File: config.mk
export PLATFORM = sky130hd
export DESIGN_NAME = aes_round_sched
export DESIGN_NICKNAME = d
export VERILOG_FILES = /design/src/rtl/aes_package.sv /design/src/rtl/aes_round_counter.sv /design/src/rtl/aes_round_sched.sv
export SDC_FILE = /design/constraint.sdc
export NUM_CORES = 1
export LEC_CHECK = 0
export ABC_AREA = 0
export CAP_MARGIN = 20
export CORE_UTILIZATION = 35
export CTS_BUF_LIST = sky130_fd_sc_hd__clkbuf_16
export CTS_CLUSTER_DIAMETER = 100
export DETAILED_ROUTE_END_ITERATION = 7
export PLACE_DENSITY = 0.7
export SLEW_MARGIN = 20
export SYNTH_ARGS = -nofsm -noshare
export SYNTH_HDL_FRONTEND = slang
export SYNTH_SLANG_ARGS = --single-unit
File: constraint.sdc
create_clock -name clk_i -period 3.42 [get_ports clk_i]
set_clock_uncertainty 0.15 [all_clocks]
set_input_delay 0.513 -clock clk_i [delete_from_list [all_inputs] [get_ports clk_i]]
set_output_delay 0.513 -clock clk_i [all_outputs]
set_load 0.05 [all_outputs]
File: src/rtl/aes_package.sv
// Shared types and constants for the AES round engine.
package aes_package;

   localparam int AES_N_ROUNDS_128 = 10;

   typedef enum logic [2:0] {
      ST_IDLE,
      ST_WAIT_IN,
      ST_ROUND,
      ST_OUTPUT,
      ST_DONE
   } aes_sched_state_t;

endpackage

File: src/rtl/aes_round_counter.sv
// Loadable up-counter with terminal-count flag; tracks the current AES round.
module aes_round_counter #(
   parameter int W  = 4,
   parameter int TC = 10
) (
   input  logic         clk,
   input  logic         rst_n,
   input  logic         clr,
   input  logic         load,
   input  logic [W-1:0] load_val,
   input  logic         inc,
   output logic [W-1:0] value,
   output logic         tc
);

   always_ff @(posedge clk or negedge rst_n) begin
      if (!rst_n) begin
         value <= '0;
      end else if (clr) begin
         value <= '0;
      end else if (load) begin
         value <= load_val;
      end else if (inc) begin
         value <= value + 1'b1;
      end
   end

   assign tc = (value == W'(TC));

endmodule

File: src/rtl/aes_round_sched.sv
// Sequencing controller for the iterative AES-128 round datapath:
// one load cycle, N_ROUNDS round cycles, then hold the result until accepted.
//
// state      | meaning
// -----------+-----------------------------------------------------------
// ST_IDLE    | no job; waits for start_i
// ST_WAIT_IN | waiting for a plaintext block; load on handshake
// ST_ROUND   | one AES round per cycle, key expansion advances
// ST_OUTPUT  | ciphertext valid, held until the output stream accepts
// ST_DONE    | one-cycle done pulse, then back to idle
module aes_round_sched
   import aes_package::*;
#(
   parameter int N_ROUNDS = AES_N_ROUNDS_128,
   parameter int CNT_W    = 16
) (
   input  logic             clk_i,
   input  logic             rst_ni,
   input  logic             clear_i,
   input  logic             start_i,
   input  logic [CNT_W-1:0] nblocks_i,
   output logic             busy_o,
   output logic             done_o,
   input  logic             in_valid_i,
   output logic             in_ready_o,
   output logic             out_valid_o,
   input  logic             out_ready_i,
   output logic             dp_load_o,
   output logic             dp_round_en_o,
   output logic             dp_last_round_o,
   output logic             key_step_o,
   output logic             key_restore_o,
   output logic [3:0]       round_idx_o,
   output logic [CNT_W-1:0] blk_cnt_o
);

   aes_sched_state_t state, state_nxt;
   logic [CNT_W-1:0] nblk;
   logic [CNT_W-1:0] blk_inc;
   logic             last_blk;
   logic             rc_clr, rc_load, rc_inc, rc_tc;

   assign blk_inc  = blk_cnt_o + 1'b1;
   assign last_blk = (blk_inc == nblk);
   assign busy_o   = (state != ST_IDLE);

   aes_round_counter #(
      .W  (4),
      .TC (N_ROUNDS)
   ) u_round_cnt (
      .clk      (clk_i),
      .rst_n    (rst_ni),
      .clr      (rc_clr),
      .load     (rc_load),
      .load_val (4'd1),
      .inc      (rc_inc),
      .value    (round_idx_o),
      .tc       (rc_tc)
   );

   always_ff @(posedge clk_i or negedge rst_ni) begin
      if (!rst_ni) begin
         state <= ST_IDLE;
      end else begin
         state <= state_nxt;
      end
   end

   always_comb begin
      state_nxt       = state;
      in_ready_o      = 1'b0;
      dp_load_o       = 1'b0;
      dp_round_en_o   = 1'b0;
      dp_last_round_o = 1'b0;
      key_step_o      = 1'b0;
      key_restore_o   = 1'b0;
      out_valid_o     = 1'b0;
      done_o          = 1'b0;
      rc_load         = 1'b0;
      rc_inc          = 1'b0;
      rc_clr          = clear_i;
      case (state)
         ST_IDLE: begin
            if (start_i) state_nxt = (nblocks_i != '0) ? ST_WAIT_IN : ST_DONE;
         end
         ST_WAIT_IN: begin
            in_ready_o = 1'b1;
            dp_load_o  = in_valid_i;
            if (in_valid_i) begin
               rc_load   = 1'b1;
               state_nxt = ST_ROUND;
            end
         end
         ST_ROUND: begin
            dp_round_en_o   = 1'b1;
            key_step_o      = 1'b1;
            dp_last_round_o = rc_tc;
            if (rc_tc) begin
               rc_clr    = 1'b1;
               state_nxt = ST_OUTPUT;
            end else begin
               rc_inc = 1'b1;
            end
         end
         ST_OUTPUT: begin
            out_valid_o = 1'b1;
            if (out_ready_i) begin
               if (last_blk) begin
                  state_nxt = ST_DONE;
               end else begin
                  // next block restarts key expansion from the initial key
                  key_restore_o = 1'b1;
                  state_nxt     = ST_WAIT_IN;
               end
            end
         end
         ST_DONE: begin
            done_o    = 1'b1;
            state_nxt = ST_IDLE;
         end
         default: state_nxt = ST_IDLE;
      endcase
      if (clear_i) state_nxt = ST_IDLE;
   end

   always_ff @(posedge clk_i or negedge rst_ni) begin
      if (!rst_ni) begin
         blk_cnt_o <= '0;
         nblk      <= '0;
      end else if (clear_i) begin
         blk_cnt_o <= '0;
         nblk      <= '0;
      end else if (state == ST_IDLE && start_i) begin
         blk_cnt_o <= '0;
         nblk      <= nblocks_i;
      end else if (state == ST_OUTPUT && out_ready_i) begin
         blk_cnt_o <= blk_inc;
      end
   end

endmodule

Word level (Yosys, flattened, before mapping)
Cells that the tools add are included.
{"block": "totals", "word_cells": 56, "reg_bits": 39, "input_bits": 22, "output_inout_bits": 29}
{"block": "op_classes", "reduce_logical": 9, "eq_ne": 10, "addsub": 2, "n_mux": 31}
{"op": "$mux W16", "count": 5}
{"op": "$mux W3", "count": 7}
{"op": "$add A16 B1 Y16 const B", "count": 1}
{"op": "$eq A16 B16 Y1", "count": 1}
{"op": "$reduce_bool A16 Y1", "count": 1}
{"op": "$mux W1", "count": 15}
{"op": "$mux W4", "count": 3}
{"op": "$ne A3 B3 Y1 const B", "count": 4}
{"op": "$pmux W3 S4", "count": 1}
{"op": "$reduce_bool A3 Y1", "count": 3}
{"op": "$eq A3 B2 Y1 const B", "count": 2}
{"op": "$add A4 B1 Y4 const B", "count": 1}
{"op": "$eq A4 B4 Y1 const B", "count": 1}
{"op": "$reduce_and A4 Y1", "count": 1}
{"op": "$eq A3 B1 Y1 const B", "count": 1}
{"op": "$eq A3 B3 Y1 const B", "count": 1}
{"op": "$logic_not A3 Y1", "count": 1}
{"op": "$logic_and A1 B1 Y1", "count": 2}
{"op": "$reduce_bool A2 Y1", "count": 1}

Logic depth before layout (Yosys ltp)
Gate-level depths: netlist (run 1).
{"block": "depth", "depth_word": 6, "ltp_mapped": 9, "mapped_depth_nobuf": 8}

Modules after synthesis
Synthesis (run 1) repeated with hierarchy kept, for this count alone.
{"block": "unflattened", "hier_cells": 266, "hier_area_um2": 2424.8}
{"module": "aes_round_sched", "cells_each": 238, "seq_area_each_um2": 875.8, "n_inst": 1, "area_each_um2": 2167.1}
{"module": "aes_round_counter", "cells_each": 28, "seq_area_each_um2": 100.1, "n_inst": 1, "area_each_um2": 257.7}

Least setup slack after synthesis (run 1)
OpenSTA, ideal clock, no wires.
{"block": "synth_path", "kind": "reg-to-output", "start": "register state[1]", "end": "output port dp_last_round_o", "path_stages_with_launch": 5, "arrival_ns": 3.321, "slack_ns": -0.564, "required_time_ns": 2.757, "path_cell_list": "dfrtp_1 clkbuf_1 inv_1 nor3_1 nor3b_1"}
{"block": "synth_via", "elab_chain_len": 2}
{"item": "start, declared", "line_no": "aes_round_sched.sv:37", "rtl": "aes_sched_state_t state, state_nxt;"}
{"item": "start signal, assigned", "line_no": "aes_round_sched.sv:65", "rtl": "state <= state_nxt;"}
{"item": "$eq A3 B2 Y1", "line_no": "aes_round_sched.sv:82", "rtl": "case (state)"}
{"item": "$mux W1", "line_no": "aes_round_sched.sv:82"}
{"item": "end, declared", "line_no": "aes_round_sched.sv:30", "rtl": "output logic dp_last_round_o,"}
Every way passes these cells.

Final worst setup path (run 1)
{"block": "layout_path", "start": "register blk_cnt_o[1]", "end": "output port key_restore_o"}
{"block": "layout_via", "elab_chain_len": 5}
{"item": "start, declared", "line_no": "aes_round_sched.sv:34", "rtl": "output logic [CNT_W-1:0] blk_cnt_o"}
{"item": "start signal, assigned", "line_no": "aes_round_sched.sv:137", "rtl": "blk_cnt_o <= blk_inc;"}
{"item": "$add A16 B1 Y16", "line_no": "aes_round_sched.sv:43", "rtl": "assign blk_inc = blk_cnt_o + 1'b1;"}
{"item": "$eq A16 B16 Y1", "line_no": "aes_round_sched.sv:44", "rtl": "assign last_blk = (blk_inc == nblk);"}
{"item": "$mux W1", "line_no": "aes_round_sched.sv:108", "rtl": "if (last_blk) begin"}
{"item": "$mux W1", "line_no": "aes_round_sched.sv:107", "rtl": "if (out_ready_i) begin"}
{"item": "$mux W1", "line_no": "aes_round_sched.sv:82"}
{"item": "end, declared", "line_no": "aes_round_sched.sv:32", "rtl": "output logic key_restore_o,"}
Every way passes these cells.

==> impl_metrics.env, run 1 <==
export IMPL_wl_per_cell_microns=15.0
export IMPL_whs_ns=0.186
export IMPL_fin_util=0.475
export IMPL_p_total_uw=1460
export IMPL_setup_viol_count_final=0
export IMPL_p_per_area_nw_per_um2=481
export IMPL_syn_inst=250
export IMPL_io_buffers=50
export IMPL_clkPwrFrac=0.312
export IMPL_total_leakage_power_uw=0.00120
export IMPL_grt_use_met2=0.256
export IMPL_netlist_top_cells_area="dfrtp_1, xnor2_1, a22o_1"
export IMPL_cts_sinks=39
export IMPL_post_cts_buffers=0
export IMPL_max_slew_worst_pin_slew_ns=0.852
export IMPL_drive_gt1_frac=0.0949
export IMPL_rows=29
export IMPL_area_delta_synth_final_pct=30.2
export IMPL_drtPass1Iterations=6
export IMPL_dp_cells=364
export IMPL_grt_pass1_wl_mm=9.20
export IMPL_ys_flop_type="dfrtp_1"
export IMPL_hold_viol_final=0
export IMPL_fin_area_sq_um=3030
export IMPL_coreArea_sq_um=6390
export IMPL_yosysWarnings=0
export IMPL_path_clk_slew_ns=0.06
export IMPL_vias=2004
export IMPL_grt_setup_unrepaired="no"
export IMPL_grt_use_total=0.164
export IMPL_max_vdd_ir_drop_mv=0.434
export IMPL_combPwrFrac=0.299
export IMPL_grt_max_degree=40
export IMPL_slew_violations=0
export IMPL_synth_edf_count=0
export IMPL_cap_violations=0
export IMPL_place_gp_congestion=0.855
export IMPL_die_w_microns=83.6
export IMPL_via_per_inst=5.39
export IMPL_switchingPower_uw=507
export IMPL_status="finished clean"
export IMPL_grt_util_met3=0.0465
export IMPL_grt_pass1_vias=1863
export IMPL_grt_overflow=0
export IMPL_initial_core_util=0.365
export IMPL_die_area_sq_um=6990
export IMPL_final_cells=372
export IMPL_place_hpwl_mm=4.14
export IMPL_cp_start_kind="flip-flop"
export IMPL_clock_fmax_mhz=302
export IMPL_antenna_found_initial=0
export IMPL_syn_num_nets=275
export IMPL_netlist_area_sq_um=2330
export IMPL_cts_buffers=5
export IMPL_clk_latency_ns=0.28
export IMPL_yosysUniqueCellTypes=45
export IMPL_busiest_layer="met2"
export IMPL_fin_nets=319
export IMPL_hold_path_class="input pin to asynchronous set/reset pin"
export IMPL_switching_share=0.347
export IMPL_fp_dieH_microns=83.6
export IMPL_slew_headroom=0.432
export IMPL_required_ns=2.76
export IMPL_boundaryPins=51
export IMPL_synth_seq_cells=39
export IMPL_period_minus_slack_ns=3.31
export IMPL_wl_mm=5.59
export IMPL_cts_resized=0
export IMPL_met1_usage=0.225
export IMPL_placed_area_sq_um=2860
export IMPL_yosysTopAreaCell="dfrtp_1"
export IMPL_worstSetupPathType="flip-flop to output pin"
export IMPL_cts_path_max_buffers=2
export IMPL_htree_levels=2
export IMPL_synth_top_area_frac=0.419
export IMPL_postSynthAreaPerCell_sq_um=9.32
export IMPL_drc_errors=0
export IMPL_min_period_over_period=0.967
export IMPL_ant_nets=0
export IMPL_yosysSeqAreaShare=0.419
export IMPL_critPathMaxFanout=5
export IMPL_cts_hold_buffers=0
export IMPL_cts_root_buf="clkbuf_16"
export IMPL_internal_power_uw=952
export IMPL_drt_iter0_markers=169
export IMPL_worstSetupEndpointType="output pin"
export IMPL_seq_power_share=0.389
export IMPL_cts_tree="done"
export IMPL_crit_arrival_ns=2.64
export IMPL_async_flop_share=1.00
export IMPL_antennaDiodeCount=0
cell families after synthesis:
kind of cell,count (synthesis),share of synthesized area
and+or+nand+nor,105,0.238
AOI/OAI and AO/OA,42,0.129
DFF,39,0.419
xor gates and xnor gates,34,0.128
buffers and inverters,21,0.0435
muxes,6,0.0268
adders and majority gates,3,0.0161
stage by stage:
| step | setup slack (ns) | TNS, ns |
|---|---|---|
| after CTS | 0.00275 | 0 |
| final | 0.114 | 0 |
| after floorplan | -0.0169 | -0.0169 |
| after global placement | 0.384 | 0 |
| after global routing | 0.00304 | 0 |
| after detailed placement | 0.303 | 0 |
path summary, 6_finish.rpt:
| kind | from | to | slack [ns] | cells after the start |
|---|---|---|---|---|
| setup / recovery | blk_cnt_o[1]$_DFFE_PN0P_ | key_restore_o | 0.11 | 9 |
| hold / removal | rst_ni | blk_cnt_o[14]$_DFFE_PN0P_ | 0.19 | 1 |
| setup reg to reg | blk_cnt_o[1]$_DFFE_PN0P_ | state[0]$_DFFE_PN0P_ | 0.94 | 8 |
| hold reg to reg | nblk[14]$_DFFE_PN0P_ | nblk[14]$_DFFE_PN0P_ | 0.38 | 1 |
| max in group asynchronous | rst_ni | blk_cnt_o[0]$_DFFE_PN0P_ | 2.35 | 1 |
| min in group clk_i | nblk[14]$_DFFE_PN0P_ | nblk[14]$_DFFE_PN0P_ | 0.38 | 1 |
critical path: stages, from the launching register on:
cell and delay [ns]:
dfrtp_1 0.44, ha_4 0.19, nand4_2 0.10, or3_4 0.42, or4b_1 0.49, o211ai_1 0.10, mux2_2 0.17, and3_2 0.20
nor2_2 0.04, buf_4 0.20
Yosys cell counts, types with 2 or more instances:
library cell  number
xnor2_1           20
xor2_1            14
clkbuf_1           6
nor4_1            10
nand3_1            6
nand2_1           18
mux2i_1            4
o21ai_0            6
dfrtp_1           39
o211ai_1           3
nand4_1            9
a21oi_1            9
nor2_1            28
ha_1               3
nor3b_1            3
nor3_1            11
and3_1             2
inv_1              5
buf_4              5
or3_1              4
nand2b_1           2
buf_2              3
a22o_1            16
mux2_2             2
o31ai_1            2
layer usage:
layer,vias to the layer above,wire (microns),share of wire
met5,-,0,0
met3,5,407,0.073
li1,993,-,-
met2,69,2510,0.45
met1,937,2630,0.47
met4,0,51,0.0091
layout make-up:
type | count | area [sq um]
clock inverters | 3 | 20.0
multi-input cells | 190 | 1280
clock buffers | 5 | 125
fillers | 609 | 3350
well taps | 77 | 96.3
inverters | 6 | 22.5
flip-flops and latches | 39 | 980
repair buffers | 52 | 508
power by group through the flow:
| stage | logic (uW) | clock network [uW] | registers [uW] |
|---|---|---|---|
| after floorplan | 310 | 0 | 562 |
| after global placement | 433 | 0 | 572 |
| after detailed placement | 435 | 0 | 574 |
| final | 437 | 455 | 568 |
| after CTS | 439 | 466 | 567 |
| after global routing | 477 | 485 | 575 |
registers in the layout (all words and copies together) (netlist names):
register and flops:
blk_cnt_o 16, u_round_cnt.value 4, state 3, nblk 16
layout by cell type, fill, tap and decap left out, types with 2 or more instances in the layout:
master / netlist / layout
a22o_1: 16 / 16
o211ai_1: 3 / 3
nand2_1: 18 / 18
nor4_1: 10 / 10
clkdlybuf4s50_1: 0 / 48
clkbuf_16: 0 / 5
nand2b_1: 2 / 2
nand4_1: 9 / 9
dfrtp_2: 0 / 3
nor3b_1: 3 / 3
or3_1: 4 / 4
o21ai_0: 6 / 6
mux2i_1: 4 / 4
nor2_1: 28 / 27
mux2_2: 2 / 2
xor2_1: 14 / 14
o31ai_1: 2 / 2
nand3_1: 6 / 5
and3_1: 2 / 2
inv_1: 5 / 5
ha_1: 3 / 2
nor3_1: 11 / 10
buf_4: 5 / 3
dfrtp_1: 39 / 36
xnor2_1: 20 / 20
a21oi_1: 9 / 8
No activity file was read; power rests on OpenSTA's default activity.
==> run 2, diff against run 1 <==
- CAP_MARGIN: 20 -> 10
- CORE_ASPECT_RATIO: not set -> 1.75
==> run 2 against run 1 <==
Clock power is 3% lower. Critical endpoint unchanged. Register-to-register slack gained 0.05 ns. Fmax is 1.7% higher. Critical path type unchanged. Combinational power increased by 2%. Flip-flop and latch count is the same. Sequential share of layout area decreased by 0.28 points. Total power barely moved.
==> impl_metrics.env, run 2 (same netlist as run 1, synthesis figures left out) <==
export IMPL_fin_nets=320
export IMPL_place_hpwl_mm=4.48
export IMPL_grt_pass1_wl_mm=9.44
export IMPL_via_per_inst=5.42
export IMPL_grt_max_degree=40
export IMPL_cts_buffers=5
export IMPL_fp_dieH_microns=110
export IMPL_critPathTopFamily="simple AND/OR/NAND/NOR gates"
export IMPL_grt_pass1_vias=1938
export IMPL_fin_area_sq_um=3060
export IMPL_final_common_cell="clkdlybuf4s50_1"
export IMPL_initial_core_util=0.359
export IMPL_final_cell_mix="clkdlybuf4s50_1, dfrtp_1, nor2_1, xnor2_1, nand2_1"
export IMPL_placed_area_sq_um=2880
export IMPL_place_gp_congestion=0.861
export IMPL_coreArea_sq_um=6490
export IMPL_period_minus_slack_ns=3.25
export IMPL_largestRegisters="blk_cnt_o x16, nblk x16, u_round_cnt.value x4"
export IMPL_wl_per_cell_microns=15.9
export IMPL_required_ns=2.76
export IMPL_hold_viol_final=0
export IMPL_drive_gt1_frac=0.101
export IMPL_antennaDiodeCount=0
export IMPL_cts_sinks=39
export IMPL_p_per_area_nw_per_um2=477
export IMPL_grt_overflow=0
export IMPL_post_cts_buffers=0
export IMPL_hold_path_class="input pin to asynchronous set/reset pin"
export IMPL_clk_latency_ns=0.28
export IMPL_r2r_setup_slack_ns=0.99
export IMPL_reg2reg_depth=8
export IMPL_wl_mm=6.00
export IMPL_drtPass1Iterations=4
export IMPL_multi_input_area_sq_um=1290
export IMPL_die_area_sq_um=7000
export IMPL_htree_levels=2
export IMPL_path_clk_slew_ns=0.06
export IMPL_slew_headroom=0.420
export IMPL_path_buf_inv=1
export IMPL_cts_root_buf="clkbuf_16"
export IMPL_io_buffers=50
export IMPL_worstSetupEndpointType="output pin"
export IMPL_vias=2047
export IMPL_met1_usage=0.199
export IMPL_grt_use_total=0.177
export IMPL_grt_use_met2=0.319
export IMPL_worstSetupPathType="flip-flop to output pin"
export IMPL_cp_start_kind="flip-flop"
export IMPL_busiest_layer="met2"
export IMPL_slew_violations=0
export IMPL_path_cells="ha_4, nand4_2, or3_4, or4b_1, o211ai_1, mux2_2, and3_2, nor2_2, buf_4"
export IMPL_antenna_found_initial=0
export IMPL_drt_iter0_markers=58
export IMPL_rows=39
export IMPL_boundaryPins=51
export IMPL_ff_latch_area_sq_um=978
export IMPL_r2r_start="blk_cnt_o[0]$_DFFE_PN0P_"
export IMPL_fill_cells=636
export IMPL_ant_nets=0
export IMPL_min_period_over_period=0.951
export IMPL_area_delta_synth_final_pct=31.1
export IMPL_clock_fmax_mhz=308
export IMPL_max_slew_worst_pin_slew_ns=0.870
export IMPL_critPathMaxFanout=5
export IMPL_total_leakage_power_uw=0.00123
export IMPL_setup_viol_count_final=0
export IMPL_fin_util=0.471
export IMPL_r2r_end="state[0]$_DFFE_PN0P_"
export IMPL_drc_errors=0
export IMPL_cap_violations=0
export IMPL_slowest_delay_ns=0.47
export IMPL_slowest_stage="or4b_1"
export IMPL_grt_setup_unrepaired="no"
export IMPL_max_vdd_ir_drop_mv=0.234
export IMPL_crit_arrival_ns=2.59
export IMPL_status="finished clean"
export IMPL_cts_tree="done"
export IMPL_grt_util_met3=0.0290
export IMPL_die_w_microns=63.7
export IMPL_cts_path_max_buffers=2
==> run 2: area by class of cell <==
cell class                 instances  area share
clock buffer                       5      0.0409
clock inverter                     3     0.00532
inverter                           6     0.00737
multi-input combinational        190       0.423
sequential                        39       0.320
tap                               82      0.0336
timing repair buffer              53       0.169
==> run 2: worst max path at each step <==
stage                                   from              end  cells after the start  slack [ns]
floorplan               state[1]$_DFFE_PN0P_  dp_last_round_o                      4       -0.02
global placement    blk_cnt_o[0]$_DFFE_PN0P_    key_restore_o                      9        0.40
detailed placement  blk_cnt_o[0]$_DFFE_PN0P_    key_restore_o                      9        0.33
CTS                 blk_cnt_o[0]$_DFFE_PN0P_    key_restore_o                      9        0.02
global route        blk_cnt_o[0]$_DFFE_PN0P_    key_restore_o                      9        0.02
finish              blk_cnt_o[1]$_DFFE_PN0P_    key_restore_o                      9        0.17
==> run 2: routing by layer <==
layer	vias up	wire [microns]	share of wire
met5	-	0	0
met4	0	159	0.027
met3	10	205	0.034
met2	51	3250	0.54
met1	1002	2390	0.40
li1	984	-	-
==> run 2: metrics by stage <==
| stage | hold slack, ns | instances | setup TNS (ns) | setup WS, ns | power [uW] |
|---|---|---|---|---|---|
| after global routing | 0.269 | 378 | 0 | 0.0220 | 1530 |
| after floorplan | 0.0674 | 250 | -0.0169 | -0.0169 | 871 |
| final | 0.200 | 378 | 0 | 0.169 | 1460 |
| after detailed placement | 0.372 | 370 | 0 | 0.327 | 1020 |
| after CTS | 0.240 | 378 | 0 | 0.0162 | 1460 |
| after global placement | 0.374 | 370 | 0 | 0.396 | 1010 |
==> run 2: report_power, final <==
group / leakage (uW) / switching [uW] / total (uW) / internal (uW)
clock: 0.0000710 / 177 / 443 / 266
sequential: 0.000532 / 65.6 / 571 / 506
combinational: 0.000628 / 266 / 444 / 178
total: 0.00123 / 509 / 1460 / 950
==> run 2: timing repair <==
action,CTS,global route
gates resized for setup,0,8
hold buffers,0,0
endpoints found under the setup margin,0,2
==> run 3, diff against run 2 <==
- CORE_UTILIZATION: 35 -> 51
- PLACE_DENSITY: 0.7 -> 0.91
- SKIP_LAST_GASP: not set -> 1
==> run 3 against run 2 <==
Non-clock buffer count down 2. Routed wire length up 0.70%. Hold slack worse by 0.0030 ns. Clock power up 34%. Global-route usage up 9.7 points. Combinational power up 2%. Register-to-register slack worse by 0.09 ns. Fmax down 2.2%. Total power up 11%. Clock-buffer cell count unchanged. Final cell count down 8.7%.
==> impl_metrics.env, run 3 (same netlist as run 1, synthesis figures left out) <==
export IMPL_reg2reg_depth=8
export IMPL_required_ns=2.76
export IMPL_path_clk_slew_ns=0.06
export IMPL_max_slew_worst_pin_slew_ns=0.873
export IMPL_hold_path_class="input pin to asynchronous set/reset pin"
export IMPL_final_cells=345
export IMPL_cts_buffers=5
export IMPL_antennaDiodeCount=0
export IMPL_grt_setup_unrepaired="no"
export IMPL_drtPass1Iterations=4
export IMPL_status="finished clean"
export IMPL_place_hpwl_mm=4.30
export IMPL_drt_iter0_markers=76
export IMPL_cts_path_max_buffers=2
export IMPL_max_vdd_ir_drop_mv=0.544
export IMPL_setup_viol_count_final=0
export IMPL_ant_nets=0
export IMPL_hold_viol_final=0
export IMPL_drc_errors=0
export IMPL_multi_input_area_sq_um=1300
export IMPL_place_gp_congestion=0.894
export IMPL_seq_power_share=0.354
export IMPL_initial_core_util=0.529
export IMPL_rows=32
export IMPL_min_period_over_period=0.972
export IMPL_path_cells="nand4_1, or3_4, or4b_1, o211ai_1, mux2_2, and3_2, nor2_2, buf_4"
export IMPL_vias=2122
export IMPL_tns_ns=0
export IMPL_period_minus_slack_ns=3.32
export IMPL_grt_use_total=0.275
export IMPL_clk_latency_ns=0.28
export IMPL_fp_dieH_microns=91.4
export IMPL_crit_arrival_ns=2.66
export IMPL_worstSetupEndpointType="output pin"
export IMPL_drive_gt1_frac=0.102
export IMPL_largestRegisters="blk_cnt_o x16, nblk x16, u_round_cnt.value x4"
export IMPL_slew_violations=0
export IMPL_fin_nets=318
export IMPL_cts_root_buf="clkbuf_16"
export IMPL_worstSetupPathType="flip-flop to output pin"
export IMPL_final_cell_mix="clkdlybuf4s50_1, dfrtp_1, nor2_1, xnor2_1, nand2_1"
export IMPL_p_per_area_nw_per_um2=529
export IMPL_switchingPower_uw=516
export IMPL_slowest_stage="dfrtp_1"
export IMPL_internal_power_uw=1100
export IMPL_cts_tree="done"
export IMPL_switching_share=0.319
export IMPL_area_delta_synth_final_pct=31.1
export IMPL_via_per_inst=6.15
export IMPL_wl_per_cell_microns=17.5
export IMPL_boundaryPins=51
export IMPL_grt_pass1_wl_mm=9.52
export IMPL_critPathMaxFanout=11
export IMPL_slew_headroom=0.418
export IMPL_coreArea_sq_um=4400
export IMPL_cts_sinks=39
export IMPL_cap_violations=0
export IMPL_clock_fmax_mhz=301
export IMPL_total_leakage_power_uw=0.00122
export IMPL_grt_overflow=0
export IMPL_dp_cells=337
export IMPL_antenna_found_initial=0
export IMPL_slowest_delay_ns=0.57
export IMPL_io_buffers=50
export IMPL_ff_latch_area_sq_um=980
export IMPL_die_w_microns=53.1
export IMPL_combPwrFrac=0.279
export IMPL_clkPwrFrac=0.367
export IMPL_grt_max_degree=40
export IMPL_final_common_cell="clkdlybuf4s50_1"
export IMPL_grt_pass1_vias=2022
export IMPL_die_area_sq_um=4860
export IMPL_wl_mm=6.04
export IMPL_fill_cells=330
export IMPL_cp_start_kind="flip-flop"
export IMPL_htree_levels=2
run 3: what timing repair did:
item / CTS / global route
pin swaps: 0 / 0
gates resized for setup: 3 / 7
hold buffers: 0 / 0
setup endpoints to repair: 1 / 1
buffers inserted: 0 / 0
run 3: metrics by stage:
stage                     setup WS [ns]  cell area [sq um]   util  hold WS (ns)  total power, uW
after floorplan                 -0.0169               2340      -        0.0674              871
after CTS                        0.0112               3030  0.687         0.236             1620
after global routing             0.0225               3060  0.694         0.271             1680
after global placement            0.405               2820  0.641         0.380             1000
after detailed placement          0.321               2820  0.641         0.378             1010
final                            0.0959               3060  0.694         0.197             1620
run 3: power groups by stage:
stage | Combinational, uW | Sequential [uW] | Clock [uW]
after floorplan | 310 | 562 | 0
after global placement | 426 | 576 | 0
after detailed placement | 436 | 577 | 0
after CTS | 446 | 569 | 601
after global routing | 482 | 577 | 620
final | 451 | 572 | 592
run 3: critical path, delay by kind of cell, from the launching register on:
kind	cells	cell delay [ns]
DFF	1	0.57
and+or+nand+nor	5	1.33
AOI/OAI and AO/OA	1	0.10
muxes	1	0.18
buffers and inverters	1	0.20
run 3: path summary, 6_finish.rpt:
path / from / end / slack [ns]
hold reg to reg: nblk[0]$_DFFE_PN0P_ / nblk[0]$_DFFE_PN0P_ / 0.39
setup / recovery: blk_cnt_o[6]$_DFFE_PN0P_ / key_restore_o / 0.1
hold / removal: rst_ni / u_round_cnt.value[3]$_DFFE_PN0P_ / 0.20
setup reg to reg: blk_cnt_o[0]$_DFFE_PN0P_ / state[0]$_DFFE_PN0P_ / 0.90
min in group clk_i: nblk[0]$_DFFE_PN0P_ / nblk[0]$_DFFE_PN0P_ / 0.39
max in group asynchronous: rst_ni / blk_cnt_o[2]$_DFFE_PN0P_ / 2.31
run 3: cell type report:
cell class	instances	share of cell area
Clock buffer	5	0.0410
Inverter	6	0.00737
Sequential cell	39	0.321
Timing Repair Buffer	51	0.164
Multi-Input combinational cell	190	0.425
Clock inverter	3	0.0209
Tap cell	51	0.0209
run 3: metal layers:
metal / GRT usage / up-vias / share of wire
li1: - / 987 / -
met1: 0.319 / 1020 / 0.37
met2: 0.450 / 90 / 0.54
met3: 0.0469 / 25 / 0.046
met4: 0.164 / 0 / 0.049
met5: 0 / - / 0
